[src/rtl/rp_decoupler_if.sv]
// Handshake bundle on the reconfigurable-partition boundary.
// slave = decoupler side, master = surrounding static/RP environment.
interface rp_decoupler_if #(
    parameter int NUM_ETH = 4
);
    logic [NUM_ETH-1:0] rp_tx_tvalid;
    logic [NUM_ETH-1:0] rp_tx_tlast;
    logic [NUM_ETH-1:0] st_tx_tvalid;
    logic [NUM_ETH-1:0] st_tx_tready;
    logic [NUM_ETH-1:0] rp_tx_tready;

    logic [NUM_ETH-1:0] st_rx_tvalid;
    logic [NUM_ETH-1:0] st_rx_tlast;
    logic [NUM_ETH-1:0] rp_rx_tvalid;

    logic rp_arvalid;
    logic rp_arready;
    logic st_arvalid;
    logic st_arready;

    logic st_rvalid;
    logic st_rlast;
    logic rp_rready;
    logic rp_rvalid;
    logic st_rready;

    logic rp_awvalid;
    logic rp_awready;
    logic st_awvalid;
    logic st_awready;

    logic rp_wvalid;
    logic rp_wready;
    logic st_wvalid;
    logic st_wready;

    logic st_bvalid;
    logic rp_bready;
    logic rp_bvalid;
    logic st_bready;

    modport slave (
        input  rp_tx_tvalid, rp_tx_tlast, st_tx_tready,
        output st_tx_tvalid, rp_tx_tready,
        input  st_rx_tvalid, st_rx_tlast,
        output rp_rx_tvalid,
        input  rp_arvalid, st_arready,
        output rp_arready, st_arvalid,
        input  st_rvalid, st_rlast, rp_rready,
        output rp_rvalid, st_rready,
        input  rp_awvalid, st_awready,
        output rp_awready, st_awvalid,
        input  rp_wvalid, st_wready,
        output rp_wready, st_wvalid,
        input  st_bvalid, rp_bready,
        output rp_bvalid, st_bready
    );

    modport master (
        output rp_tx_tvalid, rp_tx_tlast, st_tx_tready,
        input  st_tx_tvalid, rp_tx_tready,
        output st_rx_tvalid, st_rx_tlast,
        input  rp_rx_tvalid,
        output rp_arvalid, st_arready,
        input  rp_arready, st_arvalid,
        output st_rvalid, st_rlast, rp_rready,
        input  rp_rvalid, st_rready,
        output rp_awvalid, st_awready,
        input  rp_awready, st_awvalid,
        output rp_wvalid, st_wready,
        input  rp_wready, st_wvalid,
        output st_bvalid, rp_bready,
        input  rp_bvalid, st_bready
    );
endinterface

[src/rtl/rp_decoupler.sv]
// Drain-then-isolate shutdown controller for a reconfigurable partition.
// Optional drain timeout: define RP_DECOUPLER_TIMEOUT_EN.
module rp_decoupler #(
    parameter int NUM_ETH     = 4,
    parameter int OUTST_W     = 4,
    parameter int TIMEOUT_CYC = 65536
) (
    input  logic clk,
    input  logic rst,
    input  logic shutdown_req,
    output logic shutdown_ack,
    output logic active,
    output logic timeout,
    rp_decoupler_if.slave bus
);

`ifdef RP_DECOUPLER_TIMEOUT_EN
    localparam bit TMO_EN = 1'b1;
`else
    localparam bit TMO_EN = 1'b0;
`endif

    localparam logic [16:0] TMO_LAST = 17'(TIMEOUT_CYC - 1);
    localparam logic [OUTST_W-1:0] CNT_MAX = '1;

    typedef enum logic [1:0] {
        RUN,
        DRAIN,
        DECOUPLED
    } state_t;

    state_t state;
    state_t state_nxt;
    logic force_dec;

    logic [OUTST_W-1:0] ar_cnt;
    logic [OUTST_W-1:0] aw_cnt;
    logic [NUM_ETH-1:0] tx_in_frame;
    logic [NUM_ETH-1:0] rx_in_frame;
    logic [16:0] tmo_cnt;

    logic run;
    logic drain;
    logic coupled;
    logic [NUM_ETH-1:0] tx_pass;
    logic [NUM_ETH-1:0] rx_pass;
    logic [NUM_ETH-1:0] tx_hs;
    logic [NUM_ETH-1:0] rx_hs;
    logic ar_ok;
    logic aw_ok;
    logic ar_inc;
    logic ar_dec;
    logic aw_inc;
    logic aw_dec;
    logic idle;
    logic tmo_hit;

    assign run     = (state == RUN);
    assign drain   = (state == DRAIN);
    assign coupled = run | drain;

    // While draining only frames already under way may finish.
    assign tx_pass = {NUM_ETH{run}} | ({NUM_ETH{drain}} & tx_in_frame);
    assign rx_pass = {NUM_ETH{run}} | ({NUM_ETH{drain}} & rx_in_frame);

    assign bus.st_tx_tvalid = bus.rp_tx_tvalid & tx_pass;
    assign bus.rp_tx_tready = bus.st_tx_tready & tx_pass;
    assign bus.rp_rx_tvalid = bus.st_rx_tvalid & rx_pass;

    assign ar_ok = run & (ar_cnt != CNT_MAX);
    assign aw_ok = run & (aw_cnt != CNT_MAX);

    assign bus.st_arvalid = bus.rp_arvalid & ar_ok;
    assign bus.rp_arready = bus.st_arready & ar_ok;
    assign bus.st_awvalid = bus.rp_awvalid & aw_ok;
    assign bus.rp_awready = bus.st_awready & aw_ok;

    assign bus.rp_rvalid = bus.st_rvalid & coupled;
    assign bus.st_rready = bus.rp_rready & coupled;
    assign bus.st_wvalid = bus.rp_wvalid & coupled;
    assign bus.rp_wready = bus.st_wready & coupled;
    assign bus.rp_bvalid = bus.st_bvalid & coupled;
    assign bus.st_bready = bus.rp_bready & coupled;

    assign tx_hs  = bus.st_tx_tvalid & bus.st_tx_tready;
    assign rx_hs  = bus.rp_rx_tvalid;
    assign ar_inc = bus.st_arvalid & bus.st_arready;
    assign ar_dec = bus.rp_rvalid & bus.rp_rready & bus.st_rlast;
    assign aw_inc = bus.st_awvalid & bus.st_awready;
    assign aw_dec = bus.rp_bvalid & bus.rp_bready;

    assign idle = (ar_cnt == '0) & (aw_cnt == '0) &
                  ~|tx_in_frame & ~|rx_in_frame;

    assign tmo_hit = TMO_EN & drain & (tmo_cnt == TMO_LAST);

    function automatic logic [OUTST_W-1:0] cnt_step(
        input logic [OUTST_W-1:0] cnt,
        input logic inc,
        input logic dec
    );
        logic [OUTST_W-1:0] res;
        res = cnt;
        if (inc && !dec) begin
            res = cnt + 1'b1;
        end else if (dec && !inc && cnt != '0) begin
            res = cnt - 1'b1;
        end
        return res;
    endfunction

    always_comb begin
        state_nxt = state;
        force_dec = 1'b0;
        unique case (state)
            RUN: begin
                if (shutdown_req) state_nxt = DRAIN;
            end
            DRAIN: begin
                if (!shutdown_req) begin
                    state_nxt = RUN;
                end else if (idle) begin
                    state_nxt = DECOUPLED;
                end else if (tmo_hit) begin
                    state_nxt = DECOUPLED;
                    force_dec = 1'b1;
                end
            end
            DECOUPLED: begin
                if (!shutdown_req) state_nxt = RUN;
            end
            default: state_nxt = RUN;
        endcase
    end

    always_ff @(posedge clk) begin
        if (rst) begin
            state        <= RUN;
            active       <= 1'b1;
            shutdown_ack <= 1'b0;
            timeout      <= 1'b0;
            tmo_cnt      <= '0;
        end else begin
            state        <= state_nxt;
            active       <= (state_nxt == RUN);
            shutdown_ack <= (state_nxt == DECOUPLED);
            if (force_dec) timeout <= 1'b1;
            if (TMO_EN && drain) tmo_cnt <= tmo_cnt + 17'd1;
            else tmo_cnt <= '0;
        end
    end

    // A forced decouple abandons whatever was still in flight.
    always_ff @(posedge clk) begin
        if (rst || force_dec) begin
            ar_cnt      <= '0;
            aw_cnt      <= '0;
            tx_in_frame <= '0;
            rx_in_frame <= '0;
        end else begin
            ar_cnt      <= cnt_step(ar_cnt, ar_inc, ar_dec);
            aw_cnt      <= cnt_step(aw_cnt, aw_inc, aw_dec);
            tx_in_frame <= (tx_in_frame & ~tx_hs) |
                           (tx_hs & ~bus.rp_tx_tlast);
            rx_in_frame <= (rx_in_frame & ~rx_hs) |
                           (rx_hs & ~bus.st_rx_tlast);
        end
    end

endmodule

[src/flat_wrapper.sv]
// flat-port wrapper written by rule: the top's interface ports become plain ports
module rp_decoupler_flat 
#(
    parameter int NUM_ETH     = 4,
    parameter int OUTST_W     = 4,
    parameter int TIMEOUT_CYC = 65536
)
  (clk, rst, shutdown_req, shutdown_ack, active, timeout, bus_rp_tx_tvalid, bus_rp_tx_tlast, bus_st_tx_tready, bus_st_tx_tvalid, bus_rp_tx_tready, bus_st_rx_tvalid, bus_st_rx_tlast, bus_rp_rx_tvalid, bus_rp_arvalid, bus_st_arready, bus_rp_arready, bus_st_arvalid, bus_st_rvalid, bus_st_rlast, bus_rp_rready, bus_rp_rvalid, bus_st_rready, bus_rp_awvalid, bus_st_awready, bus_rp_awready, bus_st_awvalid, bus_rp_wvalid, bus_st_wready, bus_rp_wready, bus_st_wvalid, bus_st_bvalid, bus_rp_bready, bus_rp_bvalid, bus_st_bready);
  rp_decoupler_if #(.NUM_ETH(NUM_ETH)) bus_i ();
  input  logic clk;
  input  logic rst;
  input  logic shutdown_req;
  output logic shutdown_ack;
  output logic active;
  output logic timeout;
  input wire logic [$bits(bus_i.rp_tx_tvalid)-1:0] bus_rp_tx_tvalid;
  input wire logic [$bits(bus_i.rp_tx_tlast)-1:0] bus_rp_tx_tlast;
  input wire logic [$bits(bus_i.st_tx_tready)-1:0] bus_st_tx_tready;
  output wire logic [$bits(bus_i.st_tx_tvalid)-1:0] bus_st_tx_tvalid;
  output wire logic [$bits(bus_i.rp_tx_tready)-1:0] bus_rp_tx_tready;
  input wire logic [$bits(bus_i.st_rx_tvalid)-1:0] bus_st_rx_tvalid;
  input wire logic [$bits(bus_i.st_rx_tlast)-1:0] bus_st_rx_tlast;
  output wire logic [$bits(bus_i.rp_rx_tvalid)-1:0] bus_rp_rx_tvalid;
  input wire logic [$bits(bus_i.rp_arvalid)-1:0] bus_rp_arvalid;
  input wire logic [$bits(bus_i.st_arready)-1:0] bus_st_arready;
  output wire logic [$bits(bus_i.rp_arready)-1:0] bus_rp_arready;
  output wire logic [$bits(bus_i.st_arvalid)-1:0] bus_st_arvalid;
  input wire logic [$bits(bus_i.st_rvalid)-1:0] bus_st_rvalid;
  input wire logic [$bits(bus_i.st_rlast)-1:0] bus_st_rlast;
  input wire logic [$bits(bus_i.rp_rready)-1:0] bus_rp_rready;
  output wire logic [$bits(bus_i.rp_rvalid)-1:0] bus_rp_rvalid;
  output wire logic [$bits(bus_i.st_rready)-1:0] bus_st_rready;
  input wire logic [$bits(bus_i.rp_awvalid)-1:0] bus_rp_awvalid;
  input wire logic [$bits(bus_i.st_awready)-1:0] bus_st_awready;
  output wire logic [$bits(bus_i.rp_awready)-1:0] bus_rp_awready;
  output wire logic [$bits(bus_i.st_awvalid)-1:0] bus_st_awvalid;
  input wire logic [$bits(bus_i.rp_wvalid)-1:0] bus_rp_wvalid;
  input wire logic [$bits(bus_i.st_wready)-1:0] bus_st_wready;
  output wire logic [$bits(bus_i.rp_wready)-1:0] bus_rp_wready;
  output wire logic [$bits(bus_i.st_wvalid)-1:0] bus_st_wvalid;
  input wire logic [$bits(bus_i.st_bvalid)-1:0] bus_st_bvalid;
  input wire logic [$bits(bus_i.rp_bready)-1:0] bus_rp_bready;
  output wire logic [$bits(bus_i.rp_bvalid)-1:0] bus_rp_bvalid;
  output wire logic [$bits(bus_i.st_bready)-1:0] bus_st_bready;
  assign bus_i.rp_tx_tvalid = bus_rp_tx_tvalid;
  assign bus_i.rp_tx_tlast = bus_rp_tx_tlast;
  assign bus_i.st_tx_tready = bus_st_tx_tready;
  assign bus_st_tx_tvalid = bus_i.st_tx_tvalid;
  assign bus_rp_tx_tready = bus_i.rp_tx_tready;
  assign bus_i.st_rx_tvalid = bus_st_rx_tvalid;
  assign bus_i.st_rx_tlast = bus_st_rx_tlast;
  assign bus_rp_rx_tvalid = bus_i.rp_rx_tvalid;
  assign bus_i.rp_arvalid = bus_rp_arvalid;
  assign bus_i.st_arready = bus_st_arready;
  assign bus_rp_arready = bus_i.rp_arready;
  assign bus_st_arvalid = bus_i.st_arvalid;
  assign bus_i.st_rvalid = bus_st_rvalid;
  assign bus_i.st_rlast = bus_st_rlast;
  assign bus_i.rp_rready = bus_rp_rready;
  assign bus_rp_rvalid = bus_i.rp_rvalid;
  assign bus_st_rready = bus_i.st_rready;
  assign bus_i.rp_awvalid = bus_rp_awvalid;
  assign bus_i.st_awready = bus_st_awready;
  assign bus_rp_awready = bus_i.rp_awready;
  assign bus_st_awvalid = bus_i.st_awvalid;
  assign bus_i.rp_wvalid = bus_rp_wvalid;
  assign bus_i.st_wready = bus_st_wready;
  assign bus_rp_wready = bus_i.rp_wready;
  assign bus_st_wvalid = bus_i.st_wvalid;
  assign bus_i.st_bvalid = bus_st_bvalid;
  assign bus_i.rp_bready = bus_rp_bready;
  assign bus_rp_bvalid = bus_i.rp_bvalid;
  assign bus_st_bready = bus_i.st_bready;
  rp_decoupler #(.NUM_ETH(NUM_ETH), .OUTST_W(OUTST_W), .TIMEOUT_CYC(TIMEOUT_CYC)) u_core (.clk(clk), .rst(rst), .shutdown_req(shutdown_req), .shutdown_ack(shutdown_ack), .active(active), .timeout(timeout), .bus(bus_i));
endmodule
[config.mk]
export PLATFORM = sky130hd
export DESIGN_NAME = rp_decoupler_flat
export DESIGN_NICKNAME = d
export VERILOG_FILES = /design/src/rtl/rp_decoupler_if.sv /design/src/rtl/rp_decoupler.sv /design/src/flat_wrapper.sv
export SDC_FILE = /design/constraint.sdc
export NUM_CORES = 1
export LEC_CHECK = 0
export ABC_AREA = 1
export CAP_MARGIN = 10
export CELL_PAD_IN_SITES_DETAIL_PLACEMENT = 0
export CELL_PAD_IN_SITES_GLOBAL_PLACEMENT = 1
export CORE_UTILIZATION = 29
export DETAILED_ROUTE_END_ITERATION = 8
export GPL_ROUTABILITY_DRIVEN = 0
export PLACE_DENSITY = 0.78
export SKIP_CTS_REPAIR_TIMING = 1
export SLEW_MARGIN = 20
export SYNTH_ARGS = -nofsm -noshare
export SYNTH_HDL_FRONTEND = slang
export SYNTH_SLANG_ARGS = --single-unit
[constraint.sdc]
create_clock -name clk -period 2.6 [get_ports clk]
set_input_delay 0.52 -clock clk [delete_from_list [all_inputs] [get_ports clk]]
set_output_delay 0.52 -clock clk [all_outputs]
set_load 0.05 [all_outputs]
== Yosys cells after proc, flatten, opt, wreduce, memory -nomap -nowiden ==
Cells that the tools add are included.
Storage, ports and cells
  ROM bits: 0
  output and inout bits: 25
  flip-flop bits (word level): 20
  memories: 0
  latch bits: 0
  input port bits: 34
  bits in writable memories: 0
  word-level logic and storage cells: 86
Cells by class
  multipliers: 0
  div/mod/pow operators: 0
  equal/unequal tests: 5
  bitwise gates (word level): 39
  add/subtract/negate cells: 4
  $lt $le $gt $ge: 0
  muxes and demuxes: 9
  reductions and logical operators: 22
  shifts and indexed selects: 0
Operators by type and width (count)
  $and A4 B4 Y4: 10
  $and A1 B1 Y1: 20
  $mux W4: 4
  $not A4 Y4: 4
  $or A4 B4 Y4: 4
  $add A4 B1 Y4 const B: 2
  $logic_not A4 Y1: 2
  $mux W2: 4
  $ne A4 B4 Y1 const B: 2
  $reduce_bool A4 Y1: 2
  $reduce_or A4 Y1: 2
  $sub A4 B1 Y4 const B: 2
  $logic_and A1 B1 Y1: 6
  $logic_not A1 Y1: 6
  $pmux W2 S3: 1
  $eq A2 B2 Y1 const B: 2
  $logic_not A2 Y1: 2
  $reduce_bool A2 Y1: 2
  $eq A2 B1 Y1 const B: 1
  $or A1 B1 Y1: 1

== Logic depth before layout (Yosys ltp) ==
Gate-level depths: netlist of run 1.
  word-level depth: 9
  depth in mapped cells: 15
  gate-level depth less buffers: 14

== Worst setup path before layout of run 1 ==
No wires, ideal clock.
  path type: register to output
  from: register u_core.state[1]
  to: output port bus_rp_rx_tvalid[3]
  path buffers: 2
  arrival: 1.871 ns
  required time: 2.080 ns
  setup slack: 0.209 ns
  cell stages (with the launch flop): 4
  path through: dfxtp_1 > buf_6 > clkbuf_1 > a211oi_1
Between the ends
  longest elaborated chain between the ends: 4
  elaborated cells between the ends (all ways): 5
  those cells by class: 1 x eq/ne; 3 x bitwise; 1 x reduce/logical
Ends and longest elaborated chain
  start, declared: line rp_decoupler.sv:32  | state_t state;
  start signal, assigned: line rp_decoupler.sv:144  | state <= state_nxt;
  $eq A2 B1 Y1: line rp_decoupler.sv:59  | assign drain = (state == DRAIN);
  $and A4 B4 Y4: line rp_decoupler.sv:64  | assign rx_pass = {NUM_ETH{run}} | ({NUM_ETH{drain}} & rx_in_frame);
  $or A4 B4 Y4 (*): line rp_decoupler.sv:64
  $and A4 B4 Y4 (*): line rp_decoupler.sv:68  | assign bus.rp_rx_tvalid = bus.st_rx_tvalid & rx_pass;
  end, declared: line flat_wrapper.sv:23  | output wire logic [$bits(bus_i.rp_rx_tvalid)-1:0] bus_rp_rx_tvalid;
Mark *: on every way between the ends. The rest lies on a longest branch, timed or not.

== Worst setup path after layout of run 1 ==
  from: input port bus_rp_bready
  to: register u_core.aw_cnt[3]
Between the ends
  longest elaborated chain between the ends: 4
  elaborated cells between the ends (all ways): 7
  those cells by class: 1 x mux; 1 x bitwise; 5 x reduce/logical
Ends and longest elaborated chain
  start, declared: line flat_wrapper.sv:42  | input wire logic [$bits(bus_i.rp_bready)-1:0] bus_rp_bready;
  $and A1 B1 Y1 (*): line rp_decoupler.sv:90  | assign aw_dec = bus.rp_bvalid & bus.rp_bready;
  $logic_not A1 Y1 / $logic_and A1 B1 Y1 (equally long branches): line rp_decoupler.sv:104, rp_decoupler.sv:106
  $logic_and A1 B1 Y1 (on tied branches): line rp_decoupler.sv:104, rp_decoupler.sv:106
  $mux W4 / $reduce_bool A2 Y1 (equally long branches)
  end signal, assigned: line rp_decoupler.sv:162  | aw_cnt <= cnt_step(aw_cnt, aw_inc, aw_dec);
  end, declared: line rp_decoupler.sv:37  | logic [OUTST_W-1:0] aw_cnt;
Marked as above.
A chain may end at the register's enable or synchronous reset.

==> tab_implementation.tex, run 1 <==
\begin{tabular}{lr}
\hline
Metric & Value \\
\hline
\multicolumn{2}{l}{\textbf{Yosys}} \\
Largest cells by area after synthesis & dfxtp\_1 29\%, inv\_1 12\%, nor2\_1 9.2\% \\
Mean post-synth cell area & $\sim$7 µm² \\
Prevailing post-synth register cell & dfxtp\_1 \\
Warnings from Yosys & 0 \\
Share of flip-flops with an asynchronous set or reset & 0\% \\
Synthesized Nets & 244 \\
Count of unique library cells instantiated by Yosys & 30 \\
Netlist area before placement & around 1400 µm² \\
Area share of the leading cell type in the synthesized netlist & between 20\% and 30\% \\
Largest area contributor in the synthesized netlist & dfxtp\_1 \\
Sequential fraction of the synthesis area & between 20 and 30\% \\
Instance count of the mapped netlist & 204 \\
Number of register bits inferred by synthesis & 20 \\
Number of enable flip-flop cells after synthesis & 0 \\
\multicolumn{2}{l}{\textbf{Setup path}} \\
Depth of the worst register-to-register path & 13 \\
Worst Path Required & around 2800 ps \\
Crit Reg-Reg Endpoint & u\_core.aw\_cnt[3] \\
Worst r2r src & u\_core.state[1] \\
Max stage delay cell, worst path & clkdlybuf4s50\_1 \\
Worst setup path category & in -> reg \\
Data arrival at the endpoint of the critical path & between 2000 and 2500 ps \\
Maximum net fanout on the critical path & 6 \\
Launching element type of the critical path & primary input \\
Most repeated library cell on the critical path & nand2\_1 \\
Launching instance or port of the critical path & bus\_rp\_bready \\
Cell-by-cell trace of the critical path & clkdlybuf4s50\_1, inv\_1, nor2\_4, nand2\_2, nand4\_4, ha\_1, and3\_1, nor2\_1, inv\_1, nand2\_1, nand3\_2, nand2\_1, nand2\_1, nor2\_1 \\
Flop2flop setup slack & between 500 and 600 ps \\
Crit path largest cell delay & 390 ps \\
Kind of end point of the critical path & flop \\
\multicolumn{2}{l}{\textbf{Place}} \\
Port Buf Inserts & 57 \\
Post-Place Cell Area & between 2000 and 2500 µm² \\
Number of placed instances, taps included & 311 \\
HPWL Detailed & 2.622 mm \\
Worst-case setup slack after placement & 128.0 ps \\
\multicolumn{2}{l}{\textbf{Power and ir drop}} \\
Static leakage power & 1.053 nW \\
Relative contribution of sequential cells to total power & 36.2\% \\
Clock Power Share & around 20\% \\
Pint & about 630 µW \\
Switching power share of the total & about 36\% \\
Power density cells & about 450 nW/µm² \\
Power dissipated by switching net loads & around 360 µW \\
Share of power burned in combinational logic & 44.1\% \\
IR drop worst, VDD & approximately 0.22 mV \\
\multicolumn{2}{l}{\textbf{Cells and area}} \\
Register cell area after layout & $\sim$400 µm² \\
Share of post-route cells with drive strength above 1 & $\sim$16\% \\
Number of diodes added for antenna fixing & 0 \\
Nets@finish & between 300 and 400 \\
Number of filler cells placed in the layout & between 400 and 500 \\
Synth-to-Final Area Change & 57.48\% \\
Post-route insts no fill & 314 \\
Multi-input gate area in the final layout & $\sim$780 µm² \\
Cell area after layout & about 2200 µm² \\
Layout Utilization & between 40 and 50\% \\
\multicolumn{2}{l}{\textbf{Status}} \\
Result of the run & complete, but fails checks \\
Failing checks & DRC \\
\multicolumn{2}{l}{\textbf{Min path}} \\
Worst Hold Class & reg -> reg \\
Worst Hold Path Cells & 2 \\
\multicolumn{2}{l}{\textbf{STA}} \\
Fmax & around 0.46 GHz \\
Setup Total Neg Slack & 0 ps \\
Post-route worst setup slack & between 400 and 500 ps \\
Worst Tran Pin Value & roughly 500 ps \\
Final slew viol count & 0 \\
Unrepaired setup endpoints after global routing & no \\
Total setup violations reported at the end of the flow & 0 \\
Post-layout min period & roughly 2200 ps \\
Tcrit/Tclk final & between 80\% and 90\% \\
Setup skew after layout & 4.448 ps \\
Relative max-transition margin & between 60 and 70\% \\
Endpoints failing hold & 0 \\
\multicolumn{2}{l}{\textbf{Route}} \\
Detailed-routing iteration count for the pre-antenna-repair pass & 6 \\
DRC & 2 \\
Routed length per placed instance & a little over 10 µm \\
Via count normalized by instance count & 4.433 \\
Via Count & around 1400 \\
Remaining antenna violation count after routing & 0 \\
Number of DRC markers in iteration 0 & 73 \\
Post-detailed-routing wire length & 3.159 mm \\
\multicolumn{2}{l}{\textbf{CTS}} \\
Clock latency of the later-clocked register in the worst-skew pair & about 250 ps \\
Clock root buffer master & clkbuf\_8 \\
Max Root-Sink Buffers & 2 \\
H-Tree Level Count & 1 \\
Count of clock tree sinks & 20 \\
CTS tree & yes \\
Total CTS buffers & 3 \\
Clock-pin transition on the worst setup and hold timing paths & 70 ps \\
\multicolumn{2}{l}{\textbf{Global route}} \\
Initial antenna violation count & 0 \\
Global-route wire length before repair & roughly 5.5 mm \\
Vias in the first global route & about 1300 \\
Global route overflow & 0 \\
Maximum number of pins on one net before global-route repair & 14 \\
Global-route total usage across every layer & 13.29\% \\
\multicolumn{2}{l}{\textbf{Die}} \\
Starting density of the core & between 30\% and 40\% \\
Die Height & 71.21 µm \\
Number of primary I/O pins & just under 60 \\
Die area & just over 5000 µm² \\
Horiz. Die Dim & slightly above 70 µm \\
Row cnt & 24 \\
Core Box Area & between 4000 and 5000 µm² \\
\multicolumn{2}{l}{\textbf{Run}} \\
Max-cap violations & 0 \\
\hline
\end{tabular}
[layout make-up]
class / instances / share of cell area [%]
multi-input combinational: 132 / 35.53
tap: 52 / 2.975
timing repair buffer: 59 / 32.84
inverter: 48 / 8.467
sequential: 20 / 18.31
clock buffer: 3 / 1.888
[kinds of logic after synthesis]
family	count (synthesis)	share of synthesized area, %
DFF	20	28.83
adders and majority gates	6	6.487
AOI/OAI and AO/OA	38	15.77
xor gates and xnor gates	2	1.261
buffers and inverters	52	15.23
other	1	0.2700
and+or+nand+nor	85	32.16
[worst max-delay path: cells and delay by family]
kind                     cells  cell delay, ps
AND/OR/NAND/NOR             10             940
buffers and inverters        3             530
adder cells (fa/ha/maj)      1             370
[placed cells by master (no fill, tap or decap), types with 3 or more instances in the layout]
master | synthesis | final
ha_1 | 4 | 4
nand2_1 | 26 | 26
inv_1 | 46 | 46
a211oi_1 | 6 | 6
a21oi_1 | 17 | 17
dfxtp_1 | 20 | 20
clkdlybuf4s50_1 | 0 | 35
buf_12 | 0 | 15
nor3_1 | 3 | 3
clkbuf_8 | 0 | 3
a311oi_1 | 3 | 3
o21ai_0 | 11 | 11
nor2_4 | 4 | 4
nand4_1 | 5 | 5
buf_4 | 1 | 9
nor2_1 | 34 | 34
[power by group through the flow]
stage / Clock, mW / Combinational [mW] / Sequential [mW]
after floorplan: 0 / 0.260 / 0.362
after global placement: 0 / 0.440 / 0.368
after detailed placement: 0 / 0.441 / 0.367
after CTS: 0.202 / 0.443 / 0.360
after global routing: 0.213 / 0.475 / 0.364
final: 0.196 / 0.439 / 0.360
[metrics by stage]
| stage | hold WS [ps] | total power, mW |
|---|---|---|
| after CTS | 477.6 | 1.005 |
| after detailed placement | 467.3 | 0.8085 |
| after floorplan | 453.8 | 0.6219 |
| after global routing | 502.2 | 1.053 |
| final | 474.2 | 0.9942 |
| after global placement | 463.0 | 0.8077 |
[how the worst max path moves through the flow]
stage                          end  slack, ps  cells past startpoint
2_1_floorplan  bus_rp_rx_tvalid[3]        210                      3
3_3_place_gp      u_core.aw_cnt[3]        150                     13
3_5_place_dp      u_core.aw_cnt[3]        130                     13
4_1_cts           u_core.aw_cnt[3]        400                     14
5_1_grt           u_core.aw_cnt[3]        280                     13
6_report          u_core.aw_cnt[3]        420                     14
[synthesized netlist by cell type, types with 2 or more instances]
library cell	instances
a311oi_1	3
nor2_4	4
nand4_4	2
nor2_1	34
nand2_1	26
fa_1	2
inv_1	46
nand2_2	2
dfxtp_1	20
clkbuf_1	2
and3_1	2
o21ai_0	11
nand3_2	2
nand4_1	5
a21oi_1	17
nor3_1	3
a211oi_1	6
xnor2_1	2
ha_1	4
[layer usage]
| layer | vias to the layer above | share of wire (%) | GRT usage, % |
|---|---|---|---|
| met5 | - | 0 | 0 |
| met4 | 0 | 0.60 | 4.000 |
| met3 | 2 | 5.4 | 2.849 |
| met2 | 39 | 45 | 21.90 |
| met1 | 587 | 49 | 17.36 |
| li1 | 764 | - | - |
No activity file was read; power rests on OpenSTA's default activity.
==> run 2, diff against run 1 <==
Clock period 2.6 ns to 2.17 ns, I/O delays scaled along.
==> run 2 against run 1 <==
  * The run still ends with DRC left
  * Sequential share of layout area is 1.5 points lower
  * Largest cell class is now non-clock buffers
  * Combinational power is 33% higher
  * Worst hold slack better by 5.2 ps
  * Critical endpoint unchanged
  * Worst setup slack worse by 250 ps
  * Die area stayed put
  * Final cell count is 4.1% higher
  * Critical path depth is 1 lower
  * First-iteration DRC count is 40% lower
  * Routed wire length is 9.4% higher
  * Global-route usage is 1.9 points higher
  * Total power is 31% higher
  * Highest routed layer unchanged
==> tab_implementation.tex, run 2 (synthesis results as in run 1) <==
\begin{tabular}{lr}
\hline
Metric & Value \\
\hline
\multicolumn{2}{l}{\textbf{Setup path}} \\
Maximum net fanout on the critical path & 4 \\
Worst Path Required & 2330 ps \\
Depth of the worst register-to-register path & 12 \\
Launching element type of the critical path & primary input \\
Worst setup path category & in -> reg \\
Kind of end point of the critical path & flop \\
Data arrival at the endpoint of the critical path & 2160 ps \\
\multicolumn{2}{l}{\textbf{Cells and area}} \\
Synth-to-Final Area Change & 71.71\% \\
Layout Utilization & between 50\% and 60\% \\
Nets@finish & 316 \\
Share of post-route cells with drive strength above 1 & 20.36\% \\
Commonest non-fill, non-tap cell in the layout & inv\_1 \\
Multi-input gate area in the final layout & 782.0 µm² \\
Top library cells by usage in the layout, fill and taps aside & 46 x inv\_1, 35 x clkdlybuf4s50\_1, 34 x nor2\_1 \\
Register cell area after layout & 401.6 µm² \\
Number of filler cells placed in the layout & between 400 and 500 \\
Number of diodes added for antenna fixing & 0 \\
\multicolumn{2}{l}{\textbf{CTS}} \\
Clock-pin transition on the worst setup and hold timing paths & about 80 ps \\
Count of clock tree sinks & 20 \\
Clock root buffer master & clkbuf\_8 \\
CTS tree & yes \\
H-Tree Level Count & 1 \\
Max Root-Sink Buffers & 2 \\
Clock latency of the later-clocked register in the worst-skew pair & between 200 and 300 ps \\
Total CTS buffers & 3 \\
\multicolumn{2}{l}{\textbf{STA}} \\
Endpoints failing hold & 0 \\
Post-layout min period & roughly 2000 ps \\
Relative max-transition margin & 66.61\% \\
Fin Hold WS & between 400 and 500 ps \\
Fmax & between 0.5 and 0.6 GHz \\
Tcrit/Tclk final & between 90 and 100\% \\
Worst Tran Pin Value & $\sim$500 ps \\
Setup skew after layout & about 2.4 ps \\
Total setup violations reported at the end of the flow & 0 \\
Unrepaired setup endpoints after global routing & no \\
Final slew viol count & 0 \\
\multicolumn{2}{l}{\textbf{Global route}} \\
Vias in the first global route & roughly 1500 \\
Maximum number of pins on one net before global-route repair & 15 \\
Global-route total usage across every layer & between 10\% and 20\% \\
Global-route wire length before repair & 6.092 mm \\
Global route overflow & 0 \\
Initial antenna violation count & 0 \\
\multicolumn{2}{l}{\textbf{Status}} \\
Result of the run & complete, but fails checks \\
Failing checks & DRC \\
\multicolumn{2}{l}{\textbf{Route}} \\
Via count normalized by instance count & 4.486 \\
Routed length per placed instance & $\sim$11 µm \\
Via Count & between 1000 and 1500 \\
Number of DRC markers in iteration 0 & 44 \\
Detailed-routing iteration count for the pre-antenna-repair pass & 6 \\
Post-detailed-routing wire length & 3.456 mm \\
DRC & 2 \\
Remaining antenna violation count after routing & 0 \\
\multicolumn{2}{l}{\textbf{Power and ir drop}} \\
Total power consumption of the routed design & roughly 1.3 mW \\
Clock Power Share & a little over a fifth \\
Power dissipated by switching net loads & $\sim$460 µW \\
Switching power share of the total & 35.26\% \\
Static leakage power & about 1.1 nW \\
IR drop worst, VDD & between 0.2 and 0.25 mV \\
Pint & around 840 µW \\
Share of power burned in combinational logic & 44.9\% \\
Power density cells & 545.1 nW/µm² \\
Relative contribution of sequential cells to total power & between 30\% and 40\% \\
\multicolumn{2}{l}{\textbf{Min path}} \\
Worst Hold Path Cells & 2 \\
Worst Hold Class & reg -> reg \\
\multicolumn{2}{l}{\textbf{Die}} \\
Die Height & 71.21 µm \\
Horiz. Die Dim & roughly 71 µm \\
Core Box Area & about 4500 µm² \\
Die area & around 5000 µm² \\
Number of primary I/O pins & between 50 and 60 \\
Row cnt & 24 \\
Starting density of the core & between 30\% and 40\% \\
\multicolumn{2}{l}{\textbf{Place}} \\
HPWL Detailed & $\sim$2.9 mm \\
Port Buf Inserts & 57 \\
\multicolumn{2}{l}{\textbf{Run}} \\
Max-cap violations & 0 \\
\hline
\end{tabular}
run 2: area by class of cell:
class                      instances  share of cell area [%]
timing repair buffer              71                   37.57
inverter                          48                   7.765
multi-input combinational        132                   32.79
tap                               52                   2.728
sequential                        20                   16.84
clock buffer                       4                   2.308
run 2: stage by stage:
| stage | instances | area [µm²] | setup slack (ps) | TNS [ps] |
|---|---|---|---|---|
| after floorplan | 204 | 1394 | 57.38 | 0 |
| after global placement | 323 | 2328 | -72.53 | -109.0 |
| after detailed placement | 323 | 2328 | -116.6 | -240.9 |
| after CTS | 327 | 2384 | 140.8 | 0 |
| after global routing | 327 | 2385 | 7.944 | 0 |
| final | 327 | 2385 | 171.1 | 0 |
run 2: worst max-delay path, stage by stage:
cell             delay [ps]
clkdlybuf4s50_1         390
inv_1                    90
nor2_4                   40
nand2_2                  90
nand4_4                 130
ha_1                    350
and3_1                  170
nor2_1                  120
inv_1                    50
nand2_1                  70
nand3_2                  80
nor2_1                   90
nor2_1                   50
run 2: worst paths after layout:
path                            slack (ps)                to             from
worst max-delay path                   170  u_core.aw_cnt[3]    bus_rp_bready
worst min-delay path                   480              flop             flop
worst max register to register         240  u_core.aw_cnt[3]  u_core.state[1]
worst min register to register         480              flop             flop
run 2: routing by layer:
layer / vias to the layer above / routed length, µm / GRT usage (%) / part of all wire (%)
li1: 790 / - / - / -
met1: 632 / 1634 / 19.28 / 47
met2: 41 / 1568 / 24.76 / 45
met3: 4 / 222 / 4.274 / 6.4
met4: 0 / 31 / 4.667 / 0.90
met5: - / 0 / 0 / 0
run 2: power by group through the flow:
stage	clock network (mW)	logic, mW	registers [mW]
final	0.286	0.584	0.430
after global routing	0.316	0.639	0.436
after CTS	0.294	0.590	0.430
after detailed placement	0	0.589	0.439
after global placement	0	0.582	0.438
after floorplan	0	0.312	0.434
==> run 3, diff against run 2 <==
Settings changed: CORE_ASPECT_RATIO set to 1.25, CTS_CLUSTER_DIAMETER set to 100.
==> run 3 against run 2 <==
  * The run now ends clean
  * Combinational power decreased by 0.7%
  * Worst hold slack worse by 1.9 ps
  * Utilization decreased by 0.056 points
  * Flip-flop and latch count stayed put
  * Critical path type unchanged
==> tab_implementation.tex, run 3 (synthesis results as in run 1) <==
\begin{tabular}{lr}
\hline
Metric & Value \\
\hline
\multicolumn{2}{l}{\textbf{Die}} \\
Starting density of the core & a little under a third \\
Number of primary I/O pins & 59 \\
Horiz. Die Dim & about 64 µm \\
Row cnt & 27 \\
Core Box Area & approximately 4500 µm² \\
Die Height & around 80 µm \\
Die area & between 5000 and 6000 µm² \\
\multicolumn{2}{l}{\textbf{Setup path}} \\
Kind of end point of the critical path & flop \\
Cell-by-cell trace of the critical path & clkdlybuf4s50\_1, inv\_1, nor2\_4, nand2\_2, nand4\_4, ha\_1, and3\_1, nor2\_1, inv\_1, nand2\_1, nand3\_2, nand2\_1, nand2\_1, nor2\_1 \\
Maximum net fanout on the critical path & 3 \\
Flop2flop setup slack & 250 ps \\
Data arrival at the endpoint of the critical path & 2160 ps \\
Worst setup path category & in -> reg \\
Most repeated library cell on the critical path & nand2\_1 \\
Worst Path Required & roughly 2400 ps \\
Launching element type of the critical path & primary input \\
Crit path largest cell delay & around 400 ps \\
Max stage delay cell, worst path & clkdlybuf4s50\_1 \\
\multicolumn{2}{l}{\textbf{CTS}} \\
Total CTS buffers & 3 \\
Count of clock tree sinks & 20 \\
Clock root buffer master & clkbuf\_8 \\
Max Root-Sink Buffers & 2 \\
CTS tree & yes \\
Clock latency of the later-clocked register in the worst-skew pair & $\sim$250 ps \\
Clock-pin transition on the worst setup and hold timing paths & 70 ps \\
H-Tree Level Count & 1 \\
\multicolumn{2}{l}{\textbf{STA}} \\
Endpoints failing hold & 0 \\
Setup skew after layout & $\sim$4.3 ps \\
Setup Total Neg Slack & 0 ps \\
Relative max-transition margin & between 60\% and 70\% \\
Fin Hold WS & $\sim$480 ps \\
Worst Tran Pin Value & $\sim$500 ps \\
Tcrit/Tclk final & between 90\% and 100\% \\
Post-layout min period & between 1500 and 2000 ps \\
Fmax & a little over 0.5 GHz \\
Total setup violations reported at the end of the flow & 0 \\
Unrepaired setup endpoints after global routing & no \\
Final slew viol count & 0 \\
\multicolumn{2}{l}{\textbf{Cells and area}} \\
Cell area after layout & roughly 2400 µm² \\
Synth-to-Final Area Change & 72.25\% \\
Number of diodes added for antenna fixing & 0 \\
Layout Utilization & between 50\% and 60\% \\
Multi-input gate area in the final layout & 782.0 µm² \\
Top library cells by usage in the layout, fill and taps aside & 46 x inv\_1, 35 x clkdlybuf4s50\_1, 34 x nor2\_1 \\
Number of filler cells placed in the layout & around 440 \\
Commonest non-fill, non-tap cell in the layout & inv\_1 \\
Register cell area after layout & 401.6 µm² \\
Share of post-route cells with drive strength above 1 & roughly a fifth \\
Nets@finish & around 320 \\
\multicolumn{2}{l}{\textbf{Global route}} \\
Global-route total usage across every layer & around 14\% \\
Global route overflow & 0 \\
Vias in the first global route & about 1400 \\
Initial antenna violation count & 0 \\
Global-route wire length before repair & 5.727 mm \\
Maximum number of pins on one net before global-route repair & 14 \\
\multicolumn{2}{l}{\textbf{Route}} \\
DRC & 0 \\
Detailed-routing iteration count for the pre-antenna-repair pass & 4 \\
Via count normalized by instance count & $\sim$4.4 \\
Number of DRC markers in iteration 0 & 38 \\
Routed length per placed instance & just over 10 µm \\
Remaining antenna violation count after routing & 0 \\
Via Count & $\sim$1500 \\
Post-detailed-routing wire length & between 3 and 4 mm \\
\multicolumn{2}{l}{\textbf{Power and ir drop}} \\
IR drop worst, VDD & between 0.2 and 0.3 mV \\
Static leakage power & between 1 and 1.5 nW \\
Power density cells & between 500 and 600 nW/µm² \\
\multicolumn{2}{l}{\textbf{Place}} \\
Port Buf Inserts & 57 \\
Post-Place Cell Area & about 2300 µm² \\
HPWL Detailed & approximately 2.8 mm \\
\multicolumn{2}{l}{\textbf{Status}} \\
Result of the run & finished, final reports clean \\
\multicolumn{2}{l}{\textbf{Run}} \\
Max-cap violations & 0 \\
\multicolumn{2}{l}{\textbf{Min path}} \\
Worst Hold Class & reg -> reg \\
\hline
\end{tabular}
==> run 3: critical path: cells and delay by family <==
kind                     cells  cell delay (ps)
adder cells (fa/ha/maj)      1              340
AND/OR/NAND/NOR             10              850
buffers and inverters        3              540
==> run 3: per-stage QoR <==
step	cells	total power, mW	setup slack [ps]
finish	333	1.291	207.4
global route	333	1.372	62.10
detailed placement	329	1.022	-82.19
CTS	333	1.305	119.0
global placement	329	1.019	-46.58
floorplan	204	0.7462	57.38
==> run 3: report_power, final <==
| part | switching, mW | total [mW] | internal, mW |
|---|---|---|---|
| registers | 0.0321 | 0.430 | 0.398 |
| clock network | 0.120 | 0.282 | 0.161 |
| logic | 0.300 | 0.580 | 0.280 |
| total | 0.453 | 1.29 | 0.839 |
==> run 3: per-layer routing <==
| layer | track usage (%) | vias up | share of wire [%] |
|---|---|---|---|
| li1 | - | 783 | - |
| met1 | 17.23 | 631 | 44 |
| met2 | 24.47 | 45 | 49 |
| met3 | 2.429 | 2 | 5.6 |
| met4 | 7.045 | 0 | 0.86 |
| met5 | 0 | - | 0 |
==> run 3: area by class of cell <==
type	count	share of cell area [%]
Clock buffer	4	2.301
Inverter	48	7.741
Sequential cell	20	16.79
Tap cell	58	3.033
Timing Repair Buffer	71	37.45
Multi-Input combinational cell	132	32.69
==> run 3: final timing paths <==
check / startpoint / to / cells past startpoint
worst max register to register: u_core.state[1] / u_core.aw_cnt[3] / 13
worst min register to register: flop / flop / 2
worst min-delay path: flop / flop / 2
worst max-delay path: bus_rp_bready / u_core.aw_cnt[3] / 14
